$ cat src/rtl/lut_load_sequencer.sv
// Serial loader for the LUT macro: bytes in over valid/ready, shifted MSB-first onto d/cs_n; single-step rotations on request.
// Latency: an accepted byte drives cs_n low from the accept edge for 8 cycles; done pulses one cycle after the last sampling edge.
// Backpressure: in_ready only in IDLE or on the last bit of a byte (back-to-back, no gap); flush forces it low.
module lut_load_sequencer #(
  parameter int TABLE_BITS = 32,
  parameter int ROT_LEN    = 8,
  localparam int NBYTES    = TABLE_BITS / 8,
  localparam int NROT      = TABLE_BITS / ROT_LEN,
  localparam int RW        = (NROT > 1) ? $clog2(NROT) : 1
) (
  input  logic          clk,
  input  logic          rst_n,
  input  logic          in_valid,
  input  logic [7:0]    in_data,
  output logic          in_ready,
  input  logic          rot_req,
  output logic          rot_ack,
  input  logic          flush,
  output logic          lut_d,
  output logic          lut_cs_n,
  output logic          lut_rot_n,
  output logic          busy,
  output logic          loaded,
  output logic          done,
  output logic [RW-1:0] rot_pos
);

  localparam int BW = (NBYTES > 1) ? $clog2(NBYTES) : 1;
  localparam logic [BW-1:0] BYTE_LAST = BW'(NBYTES - 1);
  localparam logic [RW-1:0] ROT_LAST  = RW'(NROT - 1);

  typedef enum logic [1:0] {
    ST_IDLE  = 2'd0,
    ST_SHIFT = 2'd1,
    ST_ROT   = 2'd2
  } state_t;

  state_t          state_q, state_d;
  logic [7:0]      buf_q, buf_d;
  logic [2:0]      bit_cnt_q, bit_cnt_d;
  logic [BW-1:0]   byte_cnt_q, byte_cnt_d;
  logic [RW-1:0]   rot_pos_q, rot_pos_d;
  logic            loaded_q, loaded_d;
  logic            done_q, done_d;
  logic            rot_ack_q, rot_ack_d;
  logic            lut_cs_n_q, lut_cs_n_d;
  logic            lut_rot_n_q, lut_rot_n_d;
  logic            busy_q, busy_d;

  logic            accept;
  logic            rot_go;
  logic            last_bit;
  logic            last_byte;
  logic [RW-1:0]   rot_pos_inc;

  // The last bit of a byte is on the pins, so a follow-on byte can be taken without a gap cycle.
  assign in_ready  = ~flush & ((state_q == ST_IDLE) |
                               ((state_q == ST_SHIFT) & (bit_cnt_q == 3'd7)));
  assign accept    = in_valid & in_ready;
  assign last_bit  = (state_q == ST_SHIFT) & (bit_cnt_q == 3'd7);
  assign last_byte = (byte_cnt_q == BYTE_LAST);
  // A load always wins over a rotation; rotations only on a complete, byte-aligned table.
  assign rot_go    = (state_q == ST_IDLE) & ~flush & ~accept & rot_req &
                     loaded_q & (byte_cnt_q == '0);
  assign rot_pos_inc = (rot_pos_q == ROT_LAST) ? '0 : rot_pos_q + RW'(1);

  // State and datapath registers; async reset returns every pin to its idle level at once.
  always_ff @(posedge clk or negedge rst_n) begin
    if (!rst_n) begin
      state_q     <= ST_IDLE;
      buf_q       <= '0;
      bit_cnt_q   <= '0;
      byte_cnt_q  <= '0;
      rot_pos_q   <= '0;
      loaded_q    <= 1'b0;
      done_q      <= 1'b0;
      rot_ack_q   <= 1'b0;
      lut_cs_n_q  <= 1'b1;
      lut_rot_n_q <= 1'b1;
      busy_q      <= 1'b0;
    end else begin
      state_q     <= state_d;
      buf_q       <= buf_d;
      bit_cnt_q   <= bit_cnt_d;
      byte_cnt_q  <= byte_cnt_d;
      rot_pos_q   <= rot_pos_d;
      loaded_q    <= loaded_d;
      done_q      <= done_d;
      rot_ack_q   <= rot_ack_d;
      lut_cs_n_q  <= lut_cs_n_d;
      lut_rot_n_q <= lut_rot_n_d;
      busy_q      <= busy_d;
    end
  end

  // Next-state selection; flush overrides everything and lands in IDLE.
  always_comb begin
    state_d = state_q;
    if (flush) begin
      state_d = ST_IDLE;
    end else begin
      case (state_q)
        ST_IDLE: begin
          if (accept)      state_d = ST_SHIFT;
          else if (rot_go) state_d = ST_ROT;
        end
        ST_SHIFT: begin
          if (bit_cnt_q == 3'd7) state_d = accept ? ST_SHIFT : ST_IDLE;
        end
        ST_ROT:  state_d = ST_IDLE;
        default: state_d = ST_IDLE;
      endcase
    end
  end

  // Next values of counters, flags and pin registers, so the LUT pins come straight from flops.
  always_comb begin
    buf_d       = buf_q;
    bit_cnt_d   = bit_cnt_q;
    byte_cnt_d  = byte_cnt_q;
    rot_pos_d   = rot_pos_q;
    loaded_d    = loaded_q;
    done_d      = 1'b0;
    rot_ack_d   = 1'b0;
    lut_cs_n_d  = 1'b1;
    lut_rot_n_d = 1'b1;
    // The LUT rotates on the edge that ends the ROT cycle, even if a flush arrives with it.
    if (state_q == ST_ROT) rot_pos_d = rot_pos_inc;
    if (flush) begin
      buf_d      = '0;
      bit_cnt_d  = '0;
      byte_cnt_d = '0;
      loaded_d   = 1'b0;
    end else begin
      if (state_q == ST_SHIFT) begin
        // Shifting in zeros leaves the buffer (and so lut_d) at 0 once a byte is fully out.
        buf_d     = {buf_q[6:0], 1'b0};
        bit_cnt_d = bit_cnt_q + 3'd1;
        if (last_bit) begin
          byte_cnt_d = last_byte ? '0 : byte_cnt_q + BW'(1);
          if (last_byte) begin
            loaded_d  = 1'b1;
            done_d    = 1'b1;
            rot_pos_d = '0;
          end
        end
      end
      if (accept) begin
        buf_d     = in_data;
        bit_cnt_d = '0;
      end
      if (rot_go) begin
        rot_ack_d   = 1'b1;
        lut_rot_n_d = 1'b0;
      end
    end
    if (state_d == ST_SHIFT) lut_cs_n_d = 1'b0;
    busy_d = (state_d != ST_IDLE);
  end

  assign lut_d     = buf_q[7];
  assign lut_cs_n  = lut_cs_n_q;
  assign lut_rot_n = lut_rot_n_q;
  assign rot_ack   = rot_ack_q;
  assign busy      = busy_q;
  assign loaded    = loaded_q;
  assign done      = done_q;
  assign rot_pos   = rot_pos_q;

endmodule

$ cat config.mk
export PLATFORM = sky130hd
export DESIGN_NAME = lut_load_sequencer
export DESIGN_NICKNAME = d
export VERILOG_FILES = /design/src/rtl/lut_load_sequencer.sv
export SDC_FILE = /design/constraint.sdc
export NUM_CORES = 1
export LEC_CHECK = 0
export BUFFER_PORTS_ARGS = -buffer_cell sky130_fd_sc_hd__buf_2
export CORE_UTILIZATION = 55
export CTS_CLUSTER_SIZE = 12
export DETAILED_ROUTE_END_ITERATION = 12
export GPL_TIMING_DRIVEN = 0
export PLACE_DENSITY = 0.91
export SYNTH_ARGS = -nofsm -noshare
export SYNTH_HDL_FRONTEND = slang
export SYNTH_SLANG_ARGS = --single-unit
$ cat constraint.sdc
create_clock -name clk -period 4.4 [get_ports clk]
set_clock_uncertainty 0.15 [all_clocks]
set_input_delay 1.32 -clock clk [delete_from_list [all_inputs] [get_ports clk]]
set_output_delay 1.32 -clock clk [all_outputs]
set_load 0.01 [all_outputs]
# --- Word-level counts from Yosys, hierarchy flattened ---
# Cells that the tools add are included.
op_classes:
  n_shift: 0
  n_reduce_logical: 9
  addsub: 3
  div_mod_pow: 0
  eq_ne: 6
  multipliers: 0
  order_cmp: 0
  mux: 35
  bitwise: 11
ops:
  columns: ["operator", "n"]
  rows:
  - ["$mux 2", 14]
  - ["$mux 8", 3]
  - ["$mux 1", 14]
  - ["$mux 3", 3]
  - ["$and 1x1->1", 8]
  - ["$reduce_bool 2->1", 4]
  - ["$eq 2x2->1 const B", 3]
  - ["$add 2x1->2 const B", 2]
  - ["$eq 2x1->1 const B", 2]
  - ["$logic_not 2->1", 2]
  - ["$pmux 2 s2", 1]
  - ["$add 3x1->3 const B", 1]
  - ["$eq 3x3->1 const B", 1]
  - ["$reduce_and 3->1", 1]
  - ["$reduce_bool 3->1", 1]
  - ["$not 1->1", 2]
  - ["$reduce_and 2->1", 1]
  - ["$or 1x1->1", 1]
word_totals:
  latch_bits: 0
  n_memories: 0
  mem_bits_ro: 0
  register_bits: 23
  output_inout_bits: 10
  ram_bits: 0
  word_cells: 75

# --- Logic depth before layout (Yosys ltp) ---
depth:
  depth_word: 16
  depth_mapped: 6
  ltp_nobuf: 5

# --- Least setup slack after synthesis ---
# Ideal clock, no wire load.
synth_path:
  path_type: "input to output"
  startpoint: "input port flush"
  endpoint: "output port in_ready"
  arrival_time_ns: 1.785
  n_path_buf: 1
  cell_stages: 2
  setup_slack_ns: 1.145
  cell_sequence: "buf_2 > nor3_1"
synth_between:
  elab_chain_len: 2
synth_lines:
  columns: ["element", "line", "source"]
  rows:
  - ["start, declared", "18", "input logic flush,"]
  - ["$not 1->1", "57", "assign in_ready = ~flush & ((state_q == ST_IDLE) |"]
  - ["$and 1x1->1", "57", null]
  - ["end, declared", "15", "output logic in_ready,"]
# No other way between the ends.

# --- Final worst setup path ---
# Same ends and word-level chain as after synthesis.

==> flow_summary.yaml <==
outcome:
  outcome: "finished clean"
setup_path:
  cp.required_ns: 2.93
  crit_chain: "buf_2, buf_2, nor3_1, buf_2"
  cp.arrival_ns: 2.03
  r2r_slack_ns: 2.30
  slowest_stage: "nor3_1"
  critPathTopFamily: "buffers and inverters"
  cp_max_fo: 10
  worst_setup_path_start_kind: "input port"
  reg2reg_to: "buf_q[6]$_DFFE_PN0P_"
  crit_path_start: "flush"
  critPathMaxStageDelay_ns: 0.22
  crit_top_cell: "buf_2"
  endpoint_kind: "output port"
  path_class: "input port to output port"
  r2r_cells: 6
  r2r_start: "bit_cnt_q[0]$_DFFE_PN0P_"
  critPathBufInv: 3
min_path:
  hp-class: "flop to flop"
  hp-start: "buf_q[0]$_DFFE_PN0P_"
  hold_end: "buf_q[0]$_DFFE_PN0P_"
  min_path_cells: 2
clock_tree:
  cts.sinks: 23
  clock_path_buffers: 2
  cts_resized: 0
  cts_post_setup_buffers_inserted: 0
  cts_root_buffer: "clkbuf_4"
  clock_latency_ns: 0.30
  cts_inserted_buffers: 3
  cts_hold_buf: 0
  path_clk_slew_ns: 0.11
  cts_tree: "done"
  htree_levels: 1
floorplan:
  rows: 15
  core_mm2: 0.00176
  die-height_um: 46
  ios: 23
  die-area_mm2: 0.00212
  dieWidth_um: 46
  start_util_pct: 60.4
timing:
  setup_violations: 0
  final_hold_viol_count: 0
  finalCritPeriodShare_pct: 79.4
  fin_setup_tns_ns: 0
  min_period_ns: 3.50
  postLayoutSetupSlackWorst_ns: 0.905
  worstMarginPinSlew_ns: 0.480
  slew_headroom_pct: 68.0
  fmax_mhz: 286
  rsz0062_at_grt: "false"
  maxSlewViolCount: 0
pwr:
  peakVddDrop_mv: 0.205
  p_leak_uw: 0.000655
  powerDensity_mw_per_mm2: 292
  finalPower_uw: 360
placed_design:
  pre_cts_slack_ns: 0.893
  place.port_buffers: 22
  place_inst: 140
  dp_hpwl_um: 1430
  place_congestion: 0.767
routing:
  drc: 0
  dr.first_iter.drc_count: 13
  vias: 767
  routed_wl_um: 1890
  post_drt_wl_per_cell_um: 13.1
  dr.pass1.iters: 4
  ant_nets: 0
  avgViaCountPerCell: 5.33
grt:
  grt_pass1_vias: 737
  antenna_found_initial: 0
  grtUsageTotal_pct: 21.6
  grt_max_degree: 24
  grt-ovfl-total: 0
  grt_pass1_wl_um: 3180
logic_synthesis:
  synthCells: 93
  yosysSeqAreaShare_pct: 54.3
  yosys.area_share.adder_pct: 5.88
  synth_edf_count: 0
  synth_top_family_by_area: "simple AND/OR/NAND/NOR gates"
  synth-async-reset-ratio_pct: 100
  netlist_area_mm2: 0.00106
  synthSimpleGateAreaFrac_pct: 19.3
  ys_types: 26
  synth_flop_cell: "dfrtp_1"
  ys_ff_latch: 23
  syn-num-nets: 111
  synth.avg_cell_area_um2: 11.4
  ys.warnings.count: 0
  synthMuxAreaShare_pct: 4.70
  synth_compound_area_share_pct: 10.8
  synth_xor_area_share_pct: 1.65
cells_and_area:
  final_nets: 138
  drive_above_1_share_pct: 26.1
  antenna_cells: 0
  syn_to_final_growth_pct: 15.7
  stdcell_count: 144
  n_fill_cell: 146
job:
  maxCapViolCount: 0
[cell usage after synthesis, types with 2 or more instances]
| cell | number | share of area [%] |
|---|---|---|
| dfrtp_1 | 21 | 49 |
| nor2b_1 | 14 | 8.2 |
| nor2_1 | 9 | 3.2 |
| a221o_1 | 7 | 6.6 |
| inv_1 | 6 | 2.1 |
| ha_1 | 5 | 5.9 |
| mux2i_1 | 5 | 4.7 |
| nand2_1 | 3 | 1.1 |
| buf_2 | 2 | 0.94 |
| dfstp_2 | 2 | 4.9 |
| nand2b_1 | 2 | 1.2 |
| nor3_1 | 2 | 0.94 |
| o21ai_0 | 2 | 0.94 |
[layer usage]
layer / track usage, % / wire [µm] / up-vias / share of wire, %
met3: 3.57 / 65 / 2 / 3.4
met2: 37.2 / 932 / 18 / 49
met1: 28.1 / 874 / 377 / 46
met5: 0 / 0 / - / 0
met4: 5.29 / 14 / 0 / 0.74
li1: - / - / 370 / -
[worst max-delay path by stage]
stage / depth (start not counted) / slack [ns] / to
after floorplan: 2 / 1.15 / in_ready
after global placement: 4 / 0.92 / in_ready
after detailed placement: 4 / 0.89 / in_ready
after CTS: 4 / 0.89 / in_ready
after global routing: 4 / 0.86 / in_ready
final: 4 / 0.90 / in_ready
[power breakdown]
part           switching, µW  internal [µW]  total (µW)
clock network           56.8           35.2        92.0
logic                   24.5           18.7        43.2
registers               4.44            220         225
[metrics by stage]
stage | hold slack [ns] | util, % | instance area, µm²
after floorplan | 0.343 | - | 1060
after global placement | 0.347 | 68.4 | 1210
after detailed placement | 0.357 | 68.4 | 1210
after CTS | 0.381 | 69.9 | 1230
after global routing | 0.412 | 69.9 | 1230
final | 0.377 | 69.9 | 1230
[registers in the layout, indices dropped and copies added, names as in the netlist]
register	cells
buf_q	8
lut_cs_n	1
byte_cnt_q	2
rot_pos	2
busy	1
done	1
rot_ack	1
loaded	1
state_q	2
lut_rot_n	1
bit_cnt_q	3
[logic make-up after synthesis]
logic type / after synthesis
xor+xnor: 2
buf+inv: 9
simple gates: 36
mux: 5
compound gates: 13
flops: 23
fa+ha+maj: 5
[cell usage in the layout (no fill, tap or decap), types with 3 or more instances in the layout]
cell,instances
clkbuf_4,3
mux2i_1,5
dfrtp_1,21
inv_1,6
ha_1,5
nor2_1,9
nor2b_1,14
a221o_1,7
buf_2,24
nand2_1,3
[layout make-up]
class	count	area, µm²	share of cell area, %
well taps	25	31.3	2.54
multi-input cells	61	450	36.5
inverters	6	22.5	1.83
repair buffers	22	110	8.93
plain buffers	3	13.8	1.12
clock buffers	4	26.3	2.13
flip-flops and latches	23	578	46.9
[worst register-to-register path, cell delays in order, from the launching register on]
cell     delay (ns)
dfrtp_1        0.42
ha_1           0.21
ha_1           0.24
and2b_1        0.27
and3b_1        0.18
buf_2          0.16
a221o_1        0.36
Power figures use the tool's default switching activity.
